$ cat config.mk
export PLATFORM = sky130hd
export DESIGN_NAME = load_align_unit
export DESIGN_NICKNAME = d
export VERILOG_FILES = /design/src/rtl/load_align_unit.sv
export SDC_FILE = /design/constraint.sdc
export NUM_CORES = 1
export LEC_CHECK = 0
export BUFFER_PORTS_ARGS = -buffer_cell sky130_fd_sc_hd__buf_2
export CORE_AREA = 3 3 77 93
export DETAILED_ROUTE_END_ITERATION = 10
export DIE_AREA = 0 0 80 96
export PLACE_DENSITY_LB_ADDON = 0.15
export SLEW_MARGIN = 5
export SYNTH_ARGS = -nofsm -noshare
export SYNTH_HDL_FRONTEND = slang
export SYNTH_SLANG_ARGS = --single-unit
$ cat constraint.sdc
create_clock -name clk -period 1.8 [get_ports clk]
set_input_delay 0.18 -clock clk [delete_from_list [all_inputs] [get_ports clk]]
set_output_delay 0.18 -clock clk [all_outputs]
set_load 0.02 [all_outputs]
$ cat src/rtl/load_align_unit.sv
// load_align_unit: accepts a load from stage 3, waits for the data-memory
// read word, extracts and extends the addressed byte/halfword/word and hands
// the registered result to writeback. The pipeline is stalled while the
// memory response is outstanding.
//
// Handshake: a load is accepted on a clock edge where state is IDLE,
// issue_valid=1, the opcode is LOAD and kill=0. The response is taken on the
// first edge in WAIT/DRAIN where mem_rvalid=1 (no backpressure toward memory).
// load_valid/load_err are single-cycle pulses; load_data/load_rd hold between
// pulses.
module load_align_unit #(
    parameter int TIMEOUT = 64,
    parameter int CNT_W   = 7
) (
    input  logic        clk,
    input  logic        rst,
    input  logic [31:0] stage3_inst,
    input  logic [1:0]  shamt,
    input  logic        issue_valid,
    input  logic        kill,
    input  logic        mem_rvalid,
    input  logic [31:0] mem_rdata,
    output logic        stall,
    output logic        load_valid,
    output logic [31:0] load_data,
    output logic [4:0]  load_rd,
    output logic        load_err
);

    localparam logic [6:0] OPC_LOAD = 7'b0000011;

    typedef enum logic [1:0] {
        IDLE  = 2'd0,
        WAIT  = 2'd1,
        DRAIN = 2'd2
    } state_t;

    state_t           state;
    state_t           state_nxt;
    logic [CNT_W-1:0] counter;
    logic [2:0]       cap_funct3;
    logic [1:0]       cap_shamt;
    logic [4:0]       cap_rd;

    logic             issue_ok;
    logic             cnt_done;
    logic [7:0]       byte_v;
    logic [15:0]      half_v;
    logic [31:0]      ext_data;
    logic             ext_illegal;

    // Only opcode, rd and funct3 of the instruction matter here.
    logic unused_inst;
    assign unused_inst = &{1'b0, stage3_inst[31:15]};

    assign issue_ok = issue_valid && (stage3_inst[6:0] == OPC_LOAD) && !kill;
    // ">=" so a kill taken on the last WAIT cycle still lets DRAIN time out.
    assign cnt_done = (counter >= CNT_W'(TIMEOUT - 1));

    // State register.
    always_ff @(posedge clk or posedge rst) begin
        if (rst) begin
            state <= IDLE;
        end else begin
            state <= state_nxt;
        end
    end

    // Next-state logic; in WAIT a returning response wins over kill and timeout.
    always_comb begin
        state_nxt = state;
        case (state)
            IDLE: begin
                if (issue_ok) state_nxt = WAIT;
            end
            WAIT: begin
                if (mem_rvalid)    state_nxt = IDLE;
                else if (kill)     state_nxt = DRAIN;
                else if (cnt_done) state_nxt = IDLE;
            end
            DRAIN: begin
                if (mem_rvalid || cnt_done) state_nxt = IDLE;
            end
            default: state_nxt = IDLE;
        endcase
    end

    // Stall output: hold upstream while the response is still missing.
    always_comb begin
        stall = ((state == WAIT) && !mem_rvalid) || (state == DRAIN);
    end

    // Wait counter: cleared while idle, free-running through WAIT and DRAIN.
    always_ff @(posedge clk or posedge rst) begin
        if (rst) begin
            counter <= '0;
        end else if (state == IDLE) begin
            counter <= '0;
        end else begin
            counter <= counter + 1'b1;
        end
    end

    // Capture funct3/shamt/rd when a load is accepted.
    always_ff @(posedge clk or posedge rst) begin
        if (rst) begin
            cap_funct3 <= 3'd0;
            cap_shamt  <= 2'd0;
            cap_rd     <= 5'd0;
        end else if (state == IDLE && issue_ok) begin
            cap_funct3 <= stage3_inst[14:12];
            cap_shamt  <= shamt;
            cap_rd     <= stage3_inst[11:7];
        end
    end

    // Lane selection and extension; a halfword at offset 3 uses the upper
    // half, matching the SH store lane mask 1100.
    always_comb begin
        byte_v      = 8'd0;
        half_v      = 16'd0;
        ext_data    = 32'd0;
        ext_illegal = 1'b0;
        case (cap_shamt)
            2'd0:    byte_v = mem_rdata[7:0];
            2'd1:    byte_v = mem_rdata[15:8];
            2'd2:    byte_v = mem_rdata[23:16];
            default: byte_v = mem_rdata[31:24];
        endcase
        case (cap_shamt)
            2'd0:    half_v = mem_rdata[15:0];
            2'd1:    half_v = mem_rdata[23:8];
            default: half_v = mem_rdata[31:16];
        endcase
        case (cap_funct3)
            3'b000:  ext_data = {{24{byte_v[7]}}, byte_v};
            3'b100:  ext_data = {24'd0, byte_v};
            3'b001:  ext_data = {{16{half_v[15]}}, half_v};
            3'b101:  ext_data = {16'd0, half_v};
            3'b010:  ext_data = mem_rdata;
            default: ext_illegal = 1'b1;
        endcase
    end

    // Result registers and the one-cycle valid/error pulses.
    always_ff @(posedge clk or posedge rst) begin
        if (rst) begin
            load_valid <= 1'b0;
            load_err   <= 1'b0;
            load_data  <= 32'd0;
            load_rd    <= 5'd0;
        end else begin
            load_valid <= 1'b0;
            load_err   <= 1'b0;
            if (state == WAIT) begin
                if (mem_rvalid) begin
                    load_valid <= 1'b1;
                    load_err   <= ext_illegal;
                    load_data  <= ext_data;
                    load_rd    <= cap_rd;
                end else if (!kill && cnt_done) begin
                    load_err <= 1'b1;
                end
            end
        end
    end

endmodule

* Word-level counts from Yosys, hierarchy flattened
Cells that the tools add are included.
** Storage, ports and cells
- Bits in registers :: 58
** Operators by class
- Add/subtract/negate cells :: 1
- Magnitude comparators :: 1
- Equal/unequal tests :: 12
- Mux-type cells :: 16
- Reductions and logical operators :: 15
** Operator list (count)
- $pmux W32 S5 :: 1
- $pmux W16 S2 :: 1
- $pmux W8 S3 :: 1
- $mux W2 :: 5
- $add A7 B1 Y7 const B :: 1
- $eq A7 B2 Y1 const B :: 1
- $ge A7 B6 Y1 const B :: 1
- $mux W7 :: 1
- $eq A3 B3 Y1 const B :: 2
- $mux W1 :: 6
- $pmux W2 S3 :: 1
- $logic_and A1 B1 Y1 :: 5
- $reduce_or A5 Y1 :: 1
- $eq A2 B1 Y1 const B :: 2
- $eq A2 B2 Y1 const B :: 2
- $logic_not A2 Y1 :: 2
- $ne A2 B2 Y1 const B :: 2
- $ne A4 B4 Y1 const B :: 1
- $eq A3 B1 Y1 const B :: 1
- $eq A3 B2 Y1 const B :: 1
- $logic_not A3 Y1 :: 1
- $reduce_and A3 Y1 :: 1
- $logic_not A1 Y1 :: 2
- $logic_or A1 B1 Y1 :: 2
- $reduce_and A2 Y1 :: 1

* Longest topological paths before layout
Gate-level depths: netlist of run 1.
- Depth in word-level cells :: 5
- Gate-level depth with buffers :: 7
- Gate-level depth less buffers :: 5

* Worst setup path before layout of run 1
OpenSTA, ideal clock, no wires.
- Path type :: register to register
- Start :: reg cap_shamt[0]
- End :: reg load_data[16]
- Setup time :: 0.127 ns
- Arrival time :: 1.618 ns
- Slack :: 0.055 ns
- Stages on the path, launching flop included :: 6
- Buffers on the path :: 1
- Clock period less this slack :: 1.745 ns
- Cells stage by stage :: dfrtp_1 -> mux4_1 -> nor2_2 -> a2111oi_4 -> buf_6 -> a221o_2
** On the way
- Cells in the longest elaborated chain, start to end :: 3
** RTL lines
- start: declaration :: RTL line 42 : logic [1:0] cap_shamt;
- start signal: assignment :: RTL line 112 : cap_shamt <= shamt;
- $eq A2 B2 Y1, or another cell as far along :: RTL line 124 : case (cap_shamt)
- $pmux W8 S3 / $pmux W16 S2 (equally long branches) :: RTL line 124, 130
- $pmux W32 S5 * :: RTL line 135 : case (cap_funct3)
- end signal: assignment :: RTL line 159 : load_data <= ext_data;
- end: declaration :: RTL line 25 : output logic [31:0] load_data,
Every way passes the cells marked *; elsewhere a longest branch is shown, timed or not.
A chain may end at the register's enable or synchronous reset.

* Worst setup path after layout of run 1
- Start :: reg state[0]
- End :: reg load_data[30]
** On the way
- Cells in the longest elaborated chain, start to end :: 2
** RTL lines
- start: declaration :: RTL line 38 : state_t state;
- start signal: assignment :: RTL line 65 : state <= state_nxt;
- $eq A2 B1 Y1 :: RTL line 155 : if (state == WAIT) begin
- $reduce_and A2 Y1 (no line)
No other way between the ends.

==> results.py, run 1 <==
metrics = {
    "route": {
        "via_per_inst": 5.53,
        "drt_iter0_markers": 211,
        "wire_per_inst_um": 17.4,
        "drcViolationCount": 0,
        "via_count": 2377,
        "routed_wl_um": 7480,
        "first_pass_iters": 5,
        "ant_nets": 0,
    },
    "cells_and_area": {
        "n_fill_cell": 589,
        "seqCellArea_um2": 1450,
        "final_cells": 430,
        "drive_gt1_share_pct": 44.1,
        "antenna_cells": 0,
        "syn_to_final_growth_pct": 31.7,
        "nNetsFinal": 412,
        "multiInputGateArea_um2": 1220,
    },
    "worst_setup_path": {
        "cp_data_required_time_ps": 2020,
        "rr_worst_depth": 6,
        "start_kind": "register",
        "cp.arrival_ps": 1920,
        "crit_fanout": 16,
        "crit_top_cell": "buf_4",
        "max_stage_delay_ps": 450,
        "cp-end-kind": "register",
        "crit_slowest_cell": "dfrtp_1",
        "r2r_slack_ps": 100,
        "criticalPathCategory": "register to register",
        "r2r_start": "state[0]$_DFFE_PP0P_",
        "r2r_end": "load_data[30]$_DFFE_PP0P_",
        "crit_chain": "nand3b_4 > inv_2 > buf_4 > and3_2 > buf_4 > a221o_1",
    },
    "cts": {
        "clk_path_buf_depth": 2,
        "cts_buffers": 9,
        "cts.sinks": 58,
        "clk_latency_ps": 340,
        "cts-root-buf": "clkbuf_8",
        "tritoncts": "yes",
        "cts.clk_slew.worst_paths_ps": 70,
        "cts-htree-levels": 3,
    },
    "yosys": {
        "ys_warn_count": 0,
        "synth_top_area_share_pct": 52.8,
        "synth_seq_cells": 58,
        "synthTopCellsByArea": "dfrtp_1 (53%), a221o_1 (6.9%), a211oi_1 (4.4%)",
        "syn_inst": 237,
        "ys_types": 39,
        "netlist_top_cells_count": "dfrtp_1 (58), a221o_1 (19), nand2_1 (19)",
        "ys_async_sr_fraction_pct": 100,
        "synth_edf_count": 0,
        "syn_area_um2": 2750,
        "synth.yosys.seq_area_share_pct": 52.8,
        "synth_ff_type": "dfrtp_1",
        "yosysMostFrequentCell": "dfrtp_1",
        "syn_avg_cell_area_um2": 11.6,
        "syn_nets": 309,
        "synth_area_leader_cell": "dfrtp_1",
    },
    "timing": {
        "fin_crit_sh_pct": 94.3,
        "maxSlewViolCount": 0,
        "fmaxAchievable_ghz": 0.589,
        "fin_skew_ps": 9.22,
        "fin_tns_setup_ps": 0,
        "rsz0062_at_grt": "false",
        "tightest_slew_ps": 495,
        "report.final.hold_viol_count": 0,
        "fin_crit_ps": 1700,
        "setup_violations": 0,
        "whs_ps": 71.5,
        "max-slew-margin-rel_pct": 67.0,
    },
    "power_and_ir_drop": {
        "power_uw": 3060,
        "p_leak_uw": 0.00184,
        "power.density_nw_per_um2": 844,
        "vdd_drop_max_uv": 487,
    },
    "global_route": {
        "grt-ovfl-total": 0,
        "grt_pass1_wl_um": 12200,
        "grt_antenna_before_repair": 0,
        "grt_max_degree": 37,
        "grt_pass1_vias": 2480,
        "grtUsageTotal_pct": 20.9,
    },
    "floorplan": {
        "rows": 32,
        "die_height_um": 96,
        "die_area_um2": 7680,
        "start_util_pct": 42.9,
        "die_w_um": 80,
        "coreArea_um2": 6410,
        "pin_count": 111,
    },
    "min_path": {
        "hold_path.class": "input port to register",
        "hold_start": "shamt[1]",
        "min_to": "cap_shamt[1]$_DFFE_PP0P_",
        "worstHoldPathCells": 2,
    },
    "job": {
        "max_cap_violations": 0,
    },
    "placement": {
        "placedCellCount": 412,
        "hpwl_um": 5330,
        "gp_congestion": 0.866,
        "port_buffers": 93,
    },
    "outcome": {
        "status": "complete, no violations",
    },
}
metrics by stage:
stage / worst slack (ps) / utilization, % / cell area, µm²
after detailed placement: -201 / 52.5 / 3360
after CTS: 16.1 / 56.4 / 3610
final: 102 / 56.5 / 3620
after floorplan: 55.5 / - / 2750
after global placement: -157 / 52.5 / 3360
after global routing: 10.2 / 56.5 / 3620
layout by cell type (no fill, tap or decap), types with 8 or more instances in the layout:
cell type and count:
buf_2 93, dfrtp_1 57, nand2_1 19, a221o_1 19, a211oi_1 16, o21ai_0 13
a21oi_1 12, buf_4 12, nor2b_1 11, mux2_2 10, clkbuf_8 10, mux2i_1 9
a222oi_1 8
where the power goes:
group	switching [µW]	leakage [µW]	internal, µW	total (µW)
sequential	24.4	0.000803	1340	1370
clock	547	0.000109	813	1360
combinational	184	0.000932	146	330
total	755	0.00184	2300	3060
how the worst max path moves through the flow:
stage                                  start                        end  slack, ps  depth (start not counted)
floorplan           cap_shamt[0]$_DFFE_PP0P_  load_data[16]$_DFFE_PP0P_         60                          5
global placement    cap_shamt[0]$_DFFE_PP0P_  load_data[18]$_DFFE_PP0P_       -160                          4
detailed placement  cap_shamt[0]$_DFFE_PP0P_  load_data[18]$_DFFE_PP0P_       -200                          4
CTS                     state[1]$_DFFE_PP0P_      cap_rd[3]$_DFFE_PP0P_         20                          4
global route        cap_shamt[1]$_DFFE_PP0P_  load_data[11]$_DFFE_PP0P_         10                          5
finish                  state[0]$_DFFE_PP0P_  load_data[30]$_DFFE_PP0P_        100                          6
registers in the layout, indices dropped and copies added, names as in the netlist:
signal,flops
load_rd,5
load_valid,1
load_err,1
cap_shamt,2
cap_funct3,3
counter,7
state,2
load_data,32
cap_rd,5
logic make-up (layout without fill, tap and decap cells):
family	count (synthesis)	in the layout	share of synthesized area (%)
adder cells (fa/ha/maj)	1	1	0.455
flip-flops	58	58	52.8
AND/OR/NAND/NOR	59	59	11.7
multiplexers	20	20	8.33
XOR/XNOR	3	3	0.956
buffers and inverters	19	127	3.14
AO/OA/AOI/OAI	77	77	22.7
routing by layer:
layer / up-vias / share of wire, % / track usage, %
li1: 1120 / - / -
met1: 1152 / 41 / 24.9
met2: 92 / 49 / 35.2
met3: 13 / 7.4 / 5.43
met4: 0 / 1.8 / 9.72
met5: - / 0 / 0
area by class of cell:
class / instances / share of cell area [%]
Timing Repair Buffer: 109 / 17.0
Clock buffer: 11 / 3.90
Inverter: 2 / 0.207
Sequential cell: 58 / 40.1
Clock inverter: 5 / 2.14
Tap cell: 85 / 2.94
Multi-Input combinational cell: 160 / 33.7
timing repair:
action                     in CTS  in global routing
gates cloned                    0                  0
hold buffers                    1                  0
setup buffers                   1                  0
resized for setup               1                  7
pin swaps                       1                  2
setup endpoints to repair      17                 38
hold endpoints to repair       22                  0
worst max-delay path, delay by kind of cell, from the launching register on:
kind,cells,cell delay [ps]
AOI/OAI and AO/OA,1,300
and+or+nand+nor,2,390
DFF,1,450
buffers and inverters,3,440
Power figures use the tool's default switching activity.
==> inputs of run 2 (changes only) <==
--- a/config.mk
+++ b/config.mk
@@ -9,7 +9,7 @@
 export CORE_AREA = 3 3 77 93
 export DETAILED_ROUTE_END_ITERATION = 10
 export DIE_AREA = 0 0 80 96
-export PLACE_DENSITY_LB_ADDON = 0.15
+export PLACE_DENSITY = 0.75
 export SLEW_MARGIN = 5
 export SYNTH_ARGS = -nofsm -noshare
 export SYNTH_HDL_FRONTEND = slang
==> constraint.sdc (replaced) <==
create_clock -name clk -period 1.8 [get_ports clk]
set_input_delay 0.18 -clock clk [delete_from_list [all_inputs] [get_ports clk]]
set_output_delay 0.18 -clock clk [all_outputs]
set_load 0.1 [all_outputs]
==> run 2 against run 1 <==
Largest power group unchanged. Via count grew 2.4%. Hold slack lost 2.7 ps. Highest routed layer unchanged. Critical path type unchanged. Utilization decreased by 0.098 points. Final area is 0.17% lower. First-iteration DRC count decreased by 13%. Critical endpoint is now load_data[11]$_DFFE_PP0P_.
==> results.py, run 2 (synthesized netlist as in run 1, its figures left out) <==
metrics = {
    "worst_setup_path": {
        "r2r_slack_ps": 60,
        "cp_data_required_time_ps": 2000,
        "rr_worst_depth": 5,
        "cp.arrival_ps": 1940,
        "criticalPathCategory": "register to register",
        "r2r_end": "load_data[11]$_DFFE_PP0P_",
        "r2r_start": "cap_shamt[1]$_DFFE_PP0P_",
        "critPathLaunch": "cap_shamt[1]$_DFFE_PP0P_",
        "start_kind": "register",
        "endpoint": "load_data[11]$_DFFE_PP0P_",
        "cp-end-kind": "register",
        "crit_fanout": 19,
    },
    "placement": {
        "port_buffers": 93,
        "placedCellCount": 411,
        "gp_congestion": 0.889,
        "dp_slack_ps": -141,
        "hpwl_um": 5450,
    },
    "power_and_ir_drop": {
        "vdd_drop_max_uv": 647,
        "power.density_nw_per_um2": 866,
        "p_leak_uw": 0.00184,
        "power_uw": 3130,
    },
    "timing": {
        "fin_skew_ps": 9.78,
        "setup_violations": 0,
        "max-slew-margin-rel_pct": 65.5,
        "fin_tns_setup_ps": 0,
        "fmaxAchievable_ghz": 0.576,
        "timing.final.ws_setup_ps": 64.2,
        "maxSlewViolCount": 0,
        "fin_crit_sh_pct": 96.4,
        "report.final.hold_viol_count": 0,
        "fin_crit_ps": 1740,
        "rsz0062_at_grt": "false",
        "tightest_slew_ps": 516,
    },
    "global_route": {
        "grt-ovfl-total": 0,
        "grt_pass1_vias": 2373,
        "grtUsageTotal_pct": 20.0,
        "grt_pass1_wl_um": 11700,
        "grt_antenna_before_repair": 0,
        "grt_max_degree": 37,
    },
    "cells_and_area": {
        "drive_gt1_share_pct": 43.6,
        "nNetsFinal": 411,
        "multiInputGateArea_um2": 1220,
        "n_fill_cell": 598,
        "top_register": "load_data",
        "syn_to_final_growth_pct": 31.5,
        "reg.largest.list": "load_data (32), counter (7)",
        "largest_register_ff_count": 32,
        "final_common_cell": "buf_2",
        "final_util_pct": 56.4,
        "seqCellArea_um2": 1450,
        "final_cells": 429,
        "mostFrequentLayoutCells": "buf_2 (93), dfrtp_1 (58), nand2_1 (19), a221o_1 (19), a211oi_1 (16)",
        "antenna_cells": 0,
    },
    "floorplan": {
        "start_util_pct": 42.9,
        "die_height_um": 96,
        "coreArea_um2": 6410,
        "rows": 32,
        "pin_count": 111,
        "die_w_um": 80,
        "die_area_um2": 7680,
    },
    "route": {
        "wl_met1_um": 2960,
        "via_count": 2434,
        "wire_per_inst_um": 17.1,
        "met3_length_um": 737,
        "drcViolationCount": 0,
        "ant_nets": 0,
        "routed_wl_um": 7360,
        "via_per_inst": 5.67,
        "dr_wl_met2_um": 3490,
        "first_pass_iters": 5,
        "drt_iter0_markers": 183,
        "routed.top_layer": "met4",
    },
    "cts": {
        "clk_latency_ps": 340,
        "cts.clk_slew.worst_paths_ps": 70,
        "tritoncts": "yes",
        "cts-root-buf": "clkbuf_8",
        "clk_path_buf_depth": 2,
        "cts.sinks": 58,
        "cts_buffers": 9,
        "cts-htree-levels": 3,
    },
    "outcome": {
        "status": "complete, no violations",
    },
    "min_path": {
        "worstHoldPathCells": 2,
        "hold_path.class": "input port to register",
    },
    "job": {
        "max_cap_violations": 0,
    },
}
run 2: metal layers:
metal,track usage [%],up-vias
li1,-,1117
met5,0,-
met1,25.6,1171
met2,31.4,130
met3,6.27,16
met4,8.45,0
run 2: power breakdown:
| part | internal, µW | total (µW) | switching [µW] |
|---|---|---|---|
| sequential | 1340 | 1370 | 26.8 |
| clock | 713 | 1240 | 527 |
| combinational | 144 | 522 | 378 |
run 2: worst min path at each step:
stage,from,end,slack [ps]
finish,stage3_inst[10],cap_rd[3]$_DFFE_PP0P_,70
global route,stage3_inst[10],cap_rd[3]$_DFFE_PP0P_,50
global placement,rst,load_data[16]$_DFFE_PP0P_,230
CTS,stage3_inst[10],cap_rd[3]$_DFFE_PP0P_,50
detailed placement,rst,load_data[16]$_DFFE_PP0P_,240
floorplan,mem_rvalid,state[1]$_DFFE_PP0P_,280
run 2: timing repair:
action,4_1_cts,5_1_grt
gates resized for setup,0,6
pin swaps,1,2
hold buffers,1,0
setup endpoints to repair,16,23
buffers inserted,1,0
endpoints found under the hold margin,22,0
run 2: layout make-up:
| cell class | count | share of cell area, % |
|---|---|---|
| sequential | 58 | 40.1 |
| multi-input combinational | 160 | 33.8 |
| timing repair buffer | 108 | 17.2 |
| clock buffer | 12 | 4.29 |
| tap | 85 | 2.94 |
| clock inverter | 4 | 1.38 |
| inverter | 2 | 0.208 |
run 2: critical path, stage by stage (launching register included):
cell	delay, ps
dfrtp_1	390
buf_6	200
nor2b_1	120
a22o_2	290
a222oi_1	460
a21oi_1	130
run 2: metrics by stage:
| stage | hold slack, ps | area [µm²] |
|---|---|---|
| after global routing | 55.0 | 3620 |
| after CTS | 52.5 | 3600 |
| after detailed placement | 235 | 3370 |
| after global placement | 229 | 3370 |
| final | 68.8 | 3620 |
| after floorplan | 278 | 2750 |
